--- config.mk ---
export PLATFORM = sky130hd
export DESIGN_NAME = audio_frame_packer
export DESIGN_NICKNAME = d
export VERILOG_FILES = /design/src/rtl/audio_link_pkg.sv /design/src/rtl/audio_frame_packer_sample_fifo.sv /design/src/rtl/audio_frame_packer.sv
export SDC_FILE = /design/constraint.sdc
export NUM_CORES = 1
export LEC_CHECK = 0
export ABC_AREA = 1
export BUFFER_PORTS_ARGS = -buffer_cell sky130_fd_sc_hd__buf_2
export CORE_ASPECT_RATIO = 1.2
export CORE_MARGIN = 5
export CORE_UTILIZATION = 30
export CTS_BUF_LIST = sky130_fd_sc_hd__clkbuf_4 sky130_fd_sc_hd__clkbuf_8 sky130_fd_sc_hd__clkbuf_16
export CTS_CLUSTER_SIZE = 28
export DETAILED_ROUTE_END_ITERATION = 8
export HOLD_SLACK_MARGIN = 0.05
export PLACE_DENSITY_LB_ADDON = 0.1
export SLEW_MARGIN = 10
export SYNTH_ARGS = -nofsm -noshare
export SYNTH_HDL_FRONTEND = slang
export SYNTH_SLANG_ARGS = --single-unit
--- constraint.sdc ---
create_clock -name clk -period 2.6 [get_ports clk]
set_input_delay 0.13 -clock clk [delete_from_list [all_inputs] [get_ports clk]]
set_output_delay 0.13 -clock clk [all_outputs]
set_load 0.01 [all_outputs]
--- src/rtl/audio_link_pkg.sv ---
// Shared 8b10b link definitions: K-character codes, framer state encoding, symbol struct.
// Latency: n/a (constants and types only).
// Backpressure: n/a. Imported by the frame packer and by the downstream frame unpacker.
package audio_link_pkg;

    // K-characters; every other byte on the link goes out with the K flag clear.
    localparam logic [7:0] IDLE_K = 8'hBC;   // K28.5, comma-bearing filler between frames
    localparam logic [7:0] SOF_K  = 8'hFB;   // K27.7
    localparam logic [7:0] EOF_K  = 8'hFD;   // K29.7

    // The state names the byte being emitted in the current cycle.
    typedef enum logic [2:0] {
        ST_IDLE,
        ST_SOF,
        ST_SEQ,
        ST_DATA_HI,
        ST_DATA_LO,
        ST_CSUM,
        ST_EOF
    } frameState_t;

    // One link symbol: K flag plus byte, as presented to the encoder.
    typedef struct packed {
        logic       control;
        logic [7:0] data;
    } linkSym_t;

endpackage

--- src/rtl/audio_frame_packer_sample_fifo.sv ---
// Synchronous sample FIFO with occupancy count; exposes the head and the entry behind it.
// Latency: a pushed word is visible at head one cycle after the push edge when the FIFO was empty.
// Backpressure: pushes are ignored while full, pops are ignored while empty; nothing is overwritten.
// Ports: clk/reset (async active-low), push/pushData, pop, head, nextHead, count, full, empty.
module sample_fifo #(
    parameter int DEPTH = 8,    // power of two, >= 2
    parameter int WIDTH = 16
) (
    input  logic                     clk,
    input  logic                     reset,
    input  logic                     push,
    input  logic [WIDTH-1:0]         pushData,
    input  logic                     pop,
    output logic [WIDTH-1:0]         head,
    output logic [WIDTH-1:0]         nextHead,
    output logic [$clog2(DEPTH):0]   count,
    output logic                     full,
    output logic                     empty
);
    localparam int PTR_W = $clog2(DEPTH);
    localparam logic [PTR_W:0] DEPTH_CNT = (PTR_W+1)'(DEPTH);

    logic [WIDTH-1:0] mem [DEPTH];
    logic [PTR_W-1:0] wrPtr;
    logic [PTR_W-1:0] rdPtr;
    logic             doPush;
    logic             doPop;

    assign full     = (count == DEPTH_CNT);
    assign empty    = (count == '0);
    assign doPush   = push && !full;
    assign doPop    = pop && !empty;
    assign head     = mem[rdPtr];
    // Second entry lets the reader look past a word it is popping this cycle.
    assign nextHead = mem[rdPtr + PTR_W'(1)];

    // Storage carries no reset; only pointers and count define what is valid.
    always_ff @(posedge clk) begin
        if (doPush) begin
            mem[wrPtr] <= pushData;
        end
    end

    always_ff @(posedge clk or negedge reset) begin
        if (!reset) begin
            wrPtr <= '0;
            rdPtr <= '0;
            count <= '0;
        end else begin
            if (doPush) begin
                wrPtr <= wrPtr + PTR_W'(1);
            end
            if (doPop) begin
                rdPtr <= rdPtr + PTR_W'(1);
            end
            case ({doPush, doPop})
                2'b10:   count <= count + (PTR_W+1)'(1);
                2'b01:   count <= count - (PTR_W+1)'(1);
                default: count <= count;
            endcase
        end
    end

endmodule

--- src/rtl/audio_frame_packer.sv ---
// Packs 16-bit audio samples into SOF/seq/samples/checksum/EOF frames with K28.5 idle fill.
// Latency: registered outputs, one byte per clock; SOF follows the idle cycle that sees a full frame buffered.
// Backpressure: in_ready drops only when the sample FIFO is full; the output side never stalls.
// Ports: clk, reset (async active-low), in_sample/in_valid/in_ready, outControl (K flag), outData,
//        frame_active (high for SOF..EOF bytes).
module audio_frame_packer
    import audio_link_pkg::*;
#(
    parameter int SAMPLES_PER_FRAME = 4,
    parameter int FIFO_DEPTH        = 8
) (
    input  logic        clk,
    input  logic        reset,
    input  logic [15:0] in_sample,
    input  logic        in_valid,
    output logic        in_ready,
    output logic        outControl,
    output logic [7:0]  outData,
    output logic        frame_active
);
    localparam int CNT_W = $clog2(FIFO_DEPTH) + 1;
    localparam int SC_W  = $clog2(SAMPLES_PER_FRAME + 1);

    frameState_t       state;
    frameState_t       nextState;
    linkSym_t          nextSym;
    logic [7:0]        seq;
    logic [7:0]        checksum;
    logic [SC_W-1:0]   sampleCnt;
    logic [7:0]        curLow;
    logic              readyEn;
    logic              lastSample;

    logic              fifoPush;
    logic              fifoPop;
    logic [15:0]       fifoHead;
    logic [15:0]       fifoNextHead;
    logic [15:0]       upcoming;
    logic [CNT_W-1:0]  fifoCount;
    logic              fifoFull;
    logic              fifoEmpty;

    // readyEn holds in_ready low through reset and comes up on the first edge after release.
    assign in_ready   = readyEn && !fifoFull;
    assign fifoPush   = in_valid && in_ready;
    assign fifoPop    = (state == ST_DATA_LO) && !fifoEmpty;
    assign lastSample = (sampleCnt == SC_W'(SAMPLES_PER_FRAME - 1));

    // Leaving DATA_LO pops the head on the same edge, so the next high byte
    // must come from the entry behind it.
    assign upcoming   = (state == ST_DATA_LO) ? fifoNextHead : fifoHead;

    sample_fifo #(
        .DEPTH (FIFO_DEPTH),
        .WIDTH (16)
    ) u_sample_fifo (
        .clk      (clk),
        .reset    (reset),
        .push     (fifoPush),
        .pushData (in_sample),
        .pop      (fifoPop),
        .head     (fifoHead),
        .nextHead (fifoNextHead),
        .count    (fifoCount),
        .full     (fifoFull),
        .empty    (fifoEmpty)
    );

    always_comb begin
        nextState = state;
        nextSym   = '{control: 1'b1, data: IDLE_K};

        case (state)
            ST_IDLE: begin
                // Only start once the whole frame is buffered: no underrun mid-frame.
                if (fifoCount >= CNT_W'(SAMPLES_PER_FRAME)) begin
                    nextState = ST_SOF;
                end
            end
            ST_SOF:     nextState = ST_SEQ;
            ST_SEQ:     nextState = ST_DATA_HI;
            ST_DATA_HI: nextState = ST_DATA_LO;
            ST_DATA_LO: nextState = lastSample ? ST_CSUM : ST_DATA_HI;
            ST_CSUM:    nextState = ST_EOF;
            ST_EOF:     nextState = ST_IDLE;
            default:    nextState = ST_IDLE;
        endcase

        // Outputs are registered, so the symbol is chosen for the state being entered.
        case (nextState)
            ST_IDLE:    nextSym = '{control: 1'b1, data: IDLE_K};
            ST_SOF:     nextSym = '{control: 1'b1, data: SOF_K};
            ST_SEQ:     nextSym = '{control: 1'b0, data: seq};
            ST_DATA_HI: nextSym = '{control: 1'b0, data: upcoming[15:8]};
            ST_DATA_LO: nextSym = '{control: 1'b0, data: curLow};
            // checksum lacks the low byte on the wire right now; fold it in here.
            ST_CSUM:    nextSym = '{control: 1'b0, data: checksum ^ outData};
            ST_EOF:     nextSym = '{control: 1'b1, data: EOF_K};
            default:    nextSym = '{control: 1'b1, data: IDLE_K};
        endcase
    end

    always_ff @(posedge clk or negedge reset) begin
        if (!reset) begin
            state        <= ST_IDLE;
            outControl   <= 1'b1;
            outData      <= IDLE_K;
            frame_active <= 1'b0;
            seq          <= 8'd0;
            checksum     <= 8'd0;
            sampleCnt    <= '0;
            curLow       <= 8'd0;
            readyEn      <= 1'b0;
        end else begin
            readyEn      <= 1'b1;
            state        <= nextState;
            outControl   <= nextSym.control;
            outData      <= nextSym.data;
            frame_active <= (nextState != ST_IDLE);

            // Capture the low byte with its high byte so DATA_LO is independent of the pop.
            if (nextState == ST_DATA_HI) begin
                curLow <= upcoming[7:0];
            end

            // checksum accumulates whatever non-K byte is on the wire this cycle.
            case (state)
                ST_SOF: begin
                    checksum  <= 8'd0;
                    sampleCnt <= '0;
                end
                ST_SEQ, ST_DATA_HI: begin
                    checksum <= checksum ^ outData;
                end
                ST_DATA_LO: begin
                    checksum  <= checksum ^ outData;
                    sampleCnt <= sampleCnt + SC_W'(1);
                end
                ST_EOF: begin
                    seq <= seq + 8'd1;
                end
                default: begin
                end
            endcase
        end
    end

endmodule
== Yosys cells after proc, flatten, opt, wreduce, memory -nomap -nowiden ==
Memory sizes are Yosys's and may differ from the RTL's.
Index checks and enable logic that the tools add are counted.
Operators by class
  add/sub/neg operators: 6
  order comparisons: 1
  reduce and logical (&&, ||, !) cells: 14
  mux-type cells: 10
  equality and inequality tests: 16
  bitwise logic cells: 1
Operators with widths (number)
  $pmux 9 s6: 1
  $eq 3x3->1 const B: 6
  $pmux 3 s6: 1
  $mux 16: 1
  $pmux 8 s2: 1
  $eq 3x2->1 const B: 5
  $add 3x1->3 const B: 3
  $add 8x1->8 const B: 1
  $pmux 4 s2: 1
  $xor 8x8->8: 1
  $eq 3x1->1 const B: 2
  $mux 3: 2
  $pmux 3 s2: 1
  $reduce_bool 2->1: 3
  $logic_and 1x1->1: 5
  $add 4x1->4 const B: 1
  $eq 4x4->1 const B: 1
  $ge 4x3->1 const B: 1
  $logic_not 4->1: 1
  $sub 4x1->4 const B: 1
  $logic_not 3->1: 1
  $reduce_bool 3->1: 1
  $reduce_or 3->1: 1
  $eq 2x1->1 const B: 1
  other kinds (3): 5
Storage, ports and cells
  output and inout bits: 11
  word-level logic and storage cells: 61
  memories: 1
  bits in writable memories: 128
  register bits: 51
Memory list
  u_sample_fifo.mem: words 8, bits a word 16, rd ports 2, clocked after memory_dff 0, wr ports 1, line audio_frame_packer_sample_fifo.sv:23  | logic [WIDTH-1:0] mem [DEPTH];

== Depth between registers and ports, before layout ==
  word-level depth: 7
  gate-level depth with buffers: 12

== Hierarchy ==
Synthesis repeated with hierarchy kept, for this count alone.
Second synthesis, totals
  cells, all modules: 1201
  area, all modules: 9586.7 um^2
Modules (own cells, without submodules)
  sample_fifo: seq. area each 4093.9 um^2, instances 1, cells an instance 931, area an instance 7460.9 um^2
  audio_frame_packer: seq. area each 1033.5 um^2, instances 1, cells an instance 270, area an instance 2125.8 um^2

== Least setup slack after synthesis ==
Ideal clock, no wire load.
  path type: register to register
  start point: register u_sample_fifo.count[1]
  end point: memory u_sample_fifo.mem[0][0] (enable)
  stages on the path, launching flop included: 6
  arrival: 1854 ps
  library setup time: 388 ps
  buffers on the path: 0
  clock period less this slack: 2243 ps
  data required time: 2212 ps
  setup slack: 357 ps
  cell sequence: dfrtp_1 > nor2_1 > a31oi_1 > nand2_1 > or2_1 > nor2_1
Between the ends
  cells in the longest elaborated chain, start to end: 7
Ends and longest elaborated chain
  start, declared: line audio_frame_packer_sample_fifo.sv:16  | output logic [$clog2(DEPTH):0] count,
  start signal, assigned: line audio_frame_packer_sample_fifo.sv:57  | 2'b10: count <= count + (PTR_W+1)'(1);
  start signal, assigned: line audio_frame_packer_sample_fifo.sv:58  | 2'b01: count <= count - (PTR_W+1)'(1);
  start signal, assigned: line audio_frame_packer_sample_fifo.sv:59  | default: count <= count;
  $eq 4x4->1: line audio_frame_packer_sample_fifo.sv:29  | assign full = (count == DEPTH_CNT);
  $logic_not 1->1: line audio_frame_packer.sv:44  | assign in_ready = readyEn && !fifoFull;
  $logic_and 1x1->1: line audio_frame_packer.sv:44
  via in_ready: line audio_frame_packer.sv:16  | output logic in_ready,
  $logic_and 1x1->1: line audio_frame_packer.sv:45  | assign fifoPush = in_valid && in_ready;
  $logic_and 1x1->1: line audio_frame_packer_sample_fifo.sv:31  | assign doPush = push && !full;
  $mux 1: line audio_frame_packer_sample_fifo.sv:39  | if (doPush) begin
  $mux 1 (not written as such): line audio_frame_packer_sample_fifo.sv:40  | mem[wrPtr] <= pushData;
  end, declared: line audio_frame_packer_sample_fifo.sv:23
The timed path passes the listed nets, and every way through them passes these cells.

== Final worst setup path ==
  start point: register u_sample_fifo.count[3]
  end point: register u_sample_fifo.count[3]
Between the ends
  elaborated cells on any way between the ends: 15
  classes of those cells: add/sub (2); eq/ne (3); mux (1); reduce/logical (9)
RTL lines
  $logic_not 4->1 *: line audio_frame_packer_sample_fifo.sv:30  | assign empty = (count == '0);
  $logic_not 1->1 *: line audio_frame_packer_sample_fifo.sv:32, audio_frame_packer.sv:46
  $logic_and 1x1->1: line audio_frame_packer.sv:46  | assign fifoPop = (state == ST_DATA_LO) && !fifoEmpty;
  $logic_and 1x1->1 *: line audio_frame_packer_sample_fifo.sv:32  | assign doPop = pop && !empty;
  via u_sample_fifo.doPop: line audio_frame_packer_sample_fifo.sv:27  | logic doPop;
  $eq 2x1->1 or $eq 2x2->1 (tied branches): line audio_frame_packer_sample_fifo.sv:56  | case ({doPush, doPop})
  $pmux 4 s2 or $reduce_bool 2->1 (tied branches)
The timed path passes the listed nets; every way through them passes the cells marked *.
A chain may end at the register's enable or synchronous reset.

==> run metrics <==
status=finished clean; CP bufs+invs=0; DR pass1 iterations=5; root buf cell=clkbuf_16; I/O pins=30; clk buf depth=2; Synth Area per Inst=9.58 um2; Core Box Area=approximately 29000 um2; FP Rows=just under 70; vias in the first global route=6465; worst setup path startpoint=u_sample_fifo.count[3]$_DFFE_PN0P_; Die ar.=32600 um2; share of the yosys chip area belonging to registers=0.588; proportion of layout cells with a drive suffix above 1=0.133; worst path required time=2.97 ns; Starting Density=0.303; FMAX=462 MHz; RSZ-0062 raised after global routing=no; DR WL/cell=around 18 um; Worst path slowest cell=dfrtp_1; largest net degree at the start of global routing=between 80 and 90; Final Critical Period=roughly 2.2 ns; Slew Limit Fails=0; H-tree depth=4; worst r2r src=u_sample_fifo.count[3]$_DFFE_PN0P_; DR vias=about 6600; GRT Total Usage=0.158; Syn-to-layout area delta=16.3%; Final ANT Viol Nets=0; post-layout utilization of the core=0.352; Pint=around 0.0067 W; leakage power total=~4 nW; peak supply drop=0.808 mV; Critical R2R Capture=u_sample_fifo.count[3]$_DFFE_PN0P_; crit path DAT=2.53 ns; Final setup viols=0; Diodes inserted=0; CP dominant cell by count=nand2_1; Synthesized Nets=938; P_sw=0.00489 W; synthesized area=8720 um2; DRC Markers=0; initial antenna violation count=0; top cells by area, synth=edfxtp_1 (44%), dfrtp_1 (13%), nand2_1 (10%), nand3_1 (10%), o211ai_1 (2.8%); CTS buffer count=17; clk_lat worst skew=0.44 ns; Post-DP Area=approximately 9400 um2; Worst-Margin Slew=0.857 ns; hpwl dp=15.5 mm; critical path's largest stage delay=0.42 ns; post-synthesis cell type count=36; Register-to-Register Path Depth=10; top cell type's share of synthesized area=0.441; post-synth top area cell=edfxtp_1; setup slack, reg-to-reg=about 0.44 ns; Post-Synthesis Cells=910; max_cap viols=0; max_slew headroom=0.429; final instance area=~10000 um2; critical path endpoint category=flop; die height=197 um; HP Class=in2async; Crit Path Max Fanout=6; Hold Fails Final Rpt=0; power density over cell area=1150 nW/um2; setup TNS=0 ns; gr ovfl total=0; final worst-path cycle share=0.832; crit start category=flop; DRT iter0 DRCs=463; Post-CTS Resized=0; flops & latches, synth=179; Final Net Count=980; Filler cells=between 2000 and 3000; Sw Ratio=0.421; vias per cell=4.87; Clock power frac=0.224; clk_skew=about 0.014 ns; sequential power share=0.337; cells along the critical path=nor2_1, a21oi_4, ha_1, ha_1, nand2_1, nor2_1, a211oi_1, xor2_1, nand2_1, nand2_1; global-route wire length before repair=between 30 and 40 mm; chip width=166 um; Gate power share=0.440; classification of the worst setup path=reg2reg; clock-pin slew of the registers on the worst-case setup and hold paths=0.08 ns; yosys warns=0; clk sinks=between 150 and 200; IO buf count=29; Placer Congestion=roughly 0.78; CP top delay family=adder cells; total routed wirelength=24.9 mm; CTS tree=done
[cells in the final DEF (no fill, tap or decap), drive strengths merged, types with 4 or more instances in the layout]
| cell type | netlist | layout |
|---|---|---|
| nand2 | 241 | 241 |
| nand3 | 177 | 177 |
| edfxtp | 128 | 128 |
| inv | 64 | 68 |
| buf | 39 | 56 |
| o21ai | 47 | 47 |
| dfrtp | 45 | 45 |
| a21oi | 41 | 41 |
| nor2 | 33 | 33 |
| o211ai | 32 | 32 |
| clkbuf | 12 | 23 |
| dlygate4sd3 | 0 | 18 |
| xnor2 | 13 | 13 |
| xor2 | 8 | 8 |
| ha | 8 | 8 |
| nand4 | 7 | 7 |
| dfstp | 6 | 6 |
| clkinv | 0 | 4 |
[state kept, by name, summed over array words and instances (netlist names)]
signal and flops:
outControl 1, u_sample_fifo.mem 128, u_sample_fifo.count 4, checksum 8
state 3, u_sample_fifo.wrPtr 3, outData 8, frame_active 1
sampleCnt 3, readyEn 1, u_sample_fifo.rdPtr 3, seq 8
curLow 8
[power groups by stage]
stage          registers (W)  clock network, W  logic (W)
2_1_floorplan        0.00391                 0    0.00359
3_3_place_gp         0.00397                 0    0.00515
3_5_place_dp         0.00397                 0    0.00514
4_1_cts              0.00391           0.00267    0.00518
5_1_grt              0.00396           0.00278    0.00576
6_report             0.00391           0.00260    0.00511
[cells in the mapped netlist, drive strengths merged]
cell / n
nand3: 177
nand4: 7
conb: 1
buf: 39
a21oi: 41
a211oi: 1
a31oi: 1
o21ai: 47
clkbuf: 12
dfstp: 6
xnor2: 13
nand2: 241
dfrtp: 45
edfxtp: 128
ha: 8
or2: 1
fa: 1
o211ai: 32
xor2: 8
o22ai: 1
mux2: 1
inv: 64
o2bb2ai: 1
nor2: 33
and3: 1
[area by class of cell]
cell class	instances	area, um2	area share
repair buffers	74	566	0.0558
multi-input cells	616	3110	0.307
flip-flops and latches	179	5130	0.506
well taps	385	482	0.0475
clock buffers	23	541	0.0533
inverters	64	244	0.0241
clock inverters	9	62.6	0.00617
[cells by family (layout without fill, tap and decap cells)]
logic type,count (synthesis),in the layout,share of synthesized area
DFF,179,179,0.588
adders and majority gates,9,9,0.0138
xor gates and xnor gates,21,21,0.0211
buffers and inverters,115,170,0.0574
muxes,1,1,0.00129
other,1,1,0.000430
and+or+nand+nor,460,460,0.235
AOI/OAI and AO/OA,124,124,0.0831
[per-layer routing]
layer,up-vias,track usage,routed length [um]
li1,3215,-,-
met1,3192,0.209,11400
met2,142,0.265,12100
met3,28,0.0274,866
met4,0,0.0501,473
met5,-,0,0
[stage by stage]
stage | total power (W) | setup slack (ns) | hold WS, ns | cells
after floorplan | 0.00750 | 0.357 | -0.166 | 910
after global placement | 0.00912 | 0.429 | 0.225 | 1300
after detailed placement | 0.00911 | 0.416 | 0.228 | 1300
after CTS | 0.0118 | 0.404 | 0.286 | 1350
after global routing | 0.0125 | 0.207 | 0.321 | 1350
final | 0.0116 | 0.436 | 0.262 | 1350
[timing repair]
action / 4_1_cts / 5_1_grt
buffers inserted: 0 / 0
endpoints found under the setup margin: 0 / 0
endpoints found under the hold margin: 154 / 0
hold buffers: 18 / 0
[worst max path at each step]
stage	end	slack, ns	cells after the start
after floorplan	u_sample_fifo.mem[0][0]$_DFFE_PP_	0.36	5
after global placement	u_sample_fifo.count[3]$_DFFE_PN0P_	0.43	11
after detailed placement	u_sample_fifo.count[3]$_DFFE_PN0P_	0.42	11
after CTS	u_sample_fifo.count[3]$_DFFE_PN0P_	0.40	11
after global routing	u_sample_fifo.count[3]$_DFFE_PN0P_	0.21	11
final	u_sample_fifo.count[3]$_DFFE_PN0P_	0.44	10
Note: power is estimated with default switching activity, not from simulation.
